### src/rtl/ddr2_ex_pkg.sv
// ddr2_ex_pkg: shared state type, lane LFSR step and lane seed helpers
package ddr2_ex_pkg;
  typedef enum logic {IDLE, RUN} state_t;
  function automatic logic [7:0] lfsr_next(input logic [7:0] d);
    return {d[6], d[5], d[4], d[3] ^ d[7], d[2] ^ d[7], d[1] ^ d[7], d[0], d[7]};
  endfunction
  function automatic logic [7:0] lane_seed(input int unsigned seed, input int unsigned i);
    return 8'((seed + i) % 256);
  endfunction
endpackage

### src/rtl/application_selector_ddr2_sdram_ex_exp_lfsr8.sv
// application_selector_ddr2_sdram_ex_exp_lfsr8: per-lane expected-pattern LFSR
module application_selector_ddr2_sdram_ex_exp_lfsr8
  import ddr2_ex_pkg::*;
(
  input  logic       clk,
  input  logic       reset,
  input  logic       i_load,
  input  logic       i_adv,
  input  logic [7:0] i_seed,
  output logic [7:0] o_q
);
  logic [7:0] r_q;
  always_ff @(posedge clk)
    if (reset || i_load) r_q <= i_seed;
    else if (i_adv) r_q <= lfsr_next(r_q);
  assign o_q = r_q;
endmodule

### config.mk
export PLATFORM = sky130hd
export DESIGN_NAME = application_selector_ddr2_sdram_ex_exp_lfsr8
export DESIGN_NICKNAME = d
export VERILOG_FILES = /design/src/rtl/ddr2_ex_pkg.sv /design/src/rtl/application_selector_ddr2_sdram_ex_exp_lfsr8.sv
export SDC_FILE = /design/constraint.sdc
export NUM_CORES = 1
export LEC_CHECK = 0
export ABC_AREA = 0
export CAP_MARGIN = 40
export CORE_AREA = 5 5 42 44
export DETAILED_ROUTE_END_ITERATION = 6
export DIE_AREA = 0 0 47 49
export SLEW_MARGIN = 40
export SYNTH_ARGS = -nofsm -noshare
export SYNTH_HDL_FRONTEND = slang
export SYNTH_SLANG_ARGS = --single-unit
### constraint.sdc
create_clock -name clk -period 1.4 [get_ports clk]
set_clock_uncertainty 0.2 [all_clocks]
set_input_delay 0.21 -clock clk [delete_from_list [all_inputs] [get_ports clk]]
set_output_delay 0.21 -clock clk [all_outputs]
set_load 0.005 [all_outputs]
==> results.json <==
{
  "status": "finished clean",
  "power_density_nw_per_um2": 973.0,
  "n_antenna_cell": 0,
  "syn_area_um2": 375.4,
  "relSlewSlack_pct": 80.47,
  "gp_congestion": 0.6698,
  "crit_arrival_ns": 1.19,
  "hold_buffers": 0,
  "synth.avg_cell_area_um2": 17.87,
  "fill_cells": 137,
  "startpoint_type": "register",
  "setup_tns_ns": 0,
  "grt_pass1_vias": 271,
  "min_period_ns": 1.393,
  "viasPerCell": 4.175,
  "drt_first_pass_iters": 1,
  "fin_crit_sh_pct": 99.51,
  "cts_sinks": 8,
  "p_leak_nw": 0.2674,
  "core_um2": 1401,
  "netlist.area_leader.share_pct": 64.00,
  "ys_types": 5,
  "cts_made_buffers": 3,
  "finalHoldViolations": 0,
  "h-tree-depth": 1,
  "synth_nets": 33,
  "ys_warn_count": 0,
  "clk_latency_ns": 0.25,
  "grt_use_total_pct": 7.209,
  "wl_um": 821,
  "die_y_um": 49,
  "tightest_slew_ns": 0.2923,
  "portBuffers": 19,
  "grt_start_max_net_pins": 9,
  "overflow": 0,
  "grt_first_pass_wirelength_um": 1131,
  "path_max_fanout": 4,
  "grt_setup_unrepaired": "true",
  "cp-end-kind": "register",
  "clk_path_buf_depth": 2,
  "dr_total_vias": 263,
  "fin_hold_ws_ns": 0.3774,
  "final_nets": 61,
  "tritoncts": "done",
  "setup_viol": 0,
  "synth_largest_area_cell": "edfxtp_1",
  "clk_pin_slew_ns": 0.05,
  "synth-seq-cells": 8,
  "largest_reg_flops": 8,
  "crit_required_ns": 1.20,
  "fmax_mhz": 717.8,
  "pin_count": 20,
  "antenna_found_initial": 0,
  "place_area_um2": 585.6,
  "root_buffer": "clkbuf_4",
  "initial_core_util_pct": 26.79,
  "maxCapViolCount": 0,
  "hpwlAfterDp_um": 597.6,
  "route.detailed.drc": 0,
  "area_growth_pct": 71.67,
  "synth_area_leaders": "edfxtp_1 (64%), mux2_2 (24%), xor2_1 (7.0%)",
  "hp-class": "register to register",
  "die_area_um2": 2303,
  "yosysSeqAreaShare_pct": 64.00,
  "drive_gt1_share_pct": 36.17,
  "slew_viol_final": 0,
  "synth_cells": 21,
  "peakVddDrop_mv": 0.4857,
  "rows": 14,
  "post-route-cell-area_um2": 644.4,
  "wl_per_cell_um": 13.03,
  "antenna_left": 0,
  "worstSetupPathType": "register to register",
  "die_x_um": 47,
  "dr.first_iter.drc_count": 0
}
stage by stage:
stage | total power [mW] | worst slack, ns | utilization, % | cells
after CTS | 0.6353 | -0.005161 | 45.71 | 63
after global placement | 0.4489 | -0.3573 | 41.79 | 56
after detailed placement | 0.4522 | -0.3754 | 41.79 | 56
after floorplan | 0.3602 | 0.05506 | - | 21
final | 0.6270 | 0.006913 | 45.98 | 63
after global routing | 0.6548 | -0.03122 | 45.98 | 63
synthesized netlist by cell type (all sizes together):
master	number
mux2	8
edfxtp	8
nor2	1
xor2	3
or3	1
power by group:
group          total, mW  leakage (nW)  switching [mW]  internal, mW
Clock              0.173        0.0138          0.0749        0.0979
Sequential         0.308        0.0832          0.0123         0.296
Combinational      0.146         0.170          0.0459         0.100
worst max-delay path, cell delays in order (launching register included):
cell      delay, ns
edfxtp_1       0.40
buf_6          0.15
xor2_1         0.13
mux2_4         0.26
final timing paths:
kind                            slack (ns)               end             start  cells after the start
worst min-delay path                  0.38  o_q[5]$_DFFE_PP_  o_q[4]$_DFFE_PP_                      1
worst max register to register       0.007  o_q[3]$_DFFE_PP_  o_q[7]$_DFFE_PP_                      3
worst max-delay path                 0.007  o_q[3]$_DFFE_PP_  o_q[7]$_DFFE_PP_                      3
worst min register to register        0.38  o_q[5]$_DFFE_PP_  o_q[4]$_DFFE_PP_                      1
layout by cell type (no fill, tap or decap), drive strengths merged:
| cell | count |
|---|---|
| buf | 4 |
| dlygate4sd2 | 10 |
| or3 | 1 |
| xor2 | 3 |
| clkbuf | 3 |
| mux2 | 8 |
| edfxtp | 8 |
| nor2 | 1 |
| clkdlybuf4s50 | 9 |
layout make-up:
type,instances,area (µm²),share of cell area [%]
multi-input cells,13,150.1,23.30
repair buffers,23,211.5,32.82
flip-flops and latches,8,240.2,37.28
well taps,16,20.02,3.107
clock buffers,3,22.52,3.495
logic make-up (layout without fill, tap and decap cells):
family / count (synthesis) / count (layout) / synth area share (%)
XOR/XNOR: 3 / 3 / 7.001
buffers and inverters: 0 / 26 / 0
flip-flops: 8 / 8 / 64.00
multiplexers: 8 / 8 / 24.00
AND/OR/NAND/NOR: 2 / 2 / 5.001
layer usage:
layer	routed length [µm]	up-vias	share of wire [%]	global-route usage, %
li1	-	132	-	-
met1	320	122	39	7.110
met2	426	9	52	12.22
met3	73	0	8.9	2.583
met4	0	0	0	4.147
met5	0	-	0	0
repair_timing:
action | CTS | global route
gates resized for setup | 14 | 1
endpoints found under the setup margin | 24 | 4
setup buffers | 4 | 0
pin swaps | 3 | 0
No activity file was read; power rests on OpenSTA's default activity.
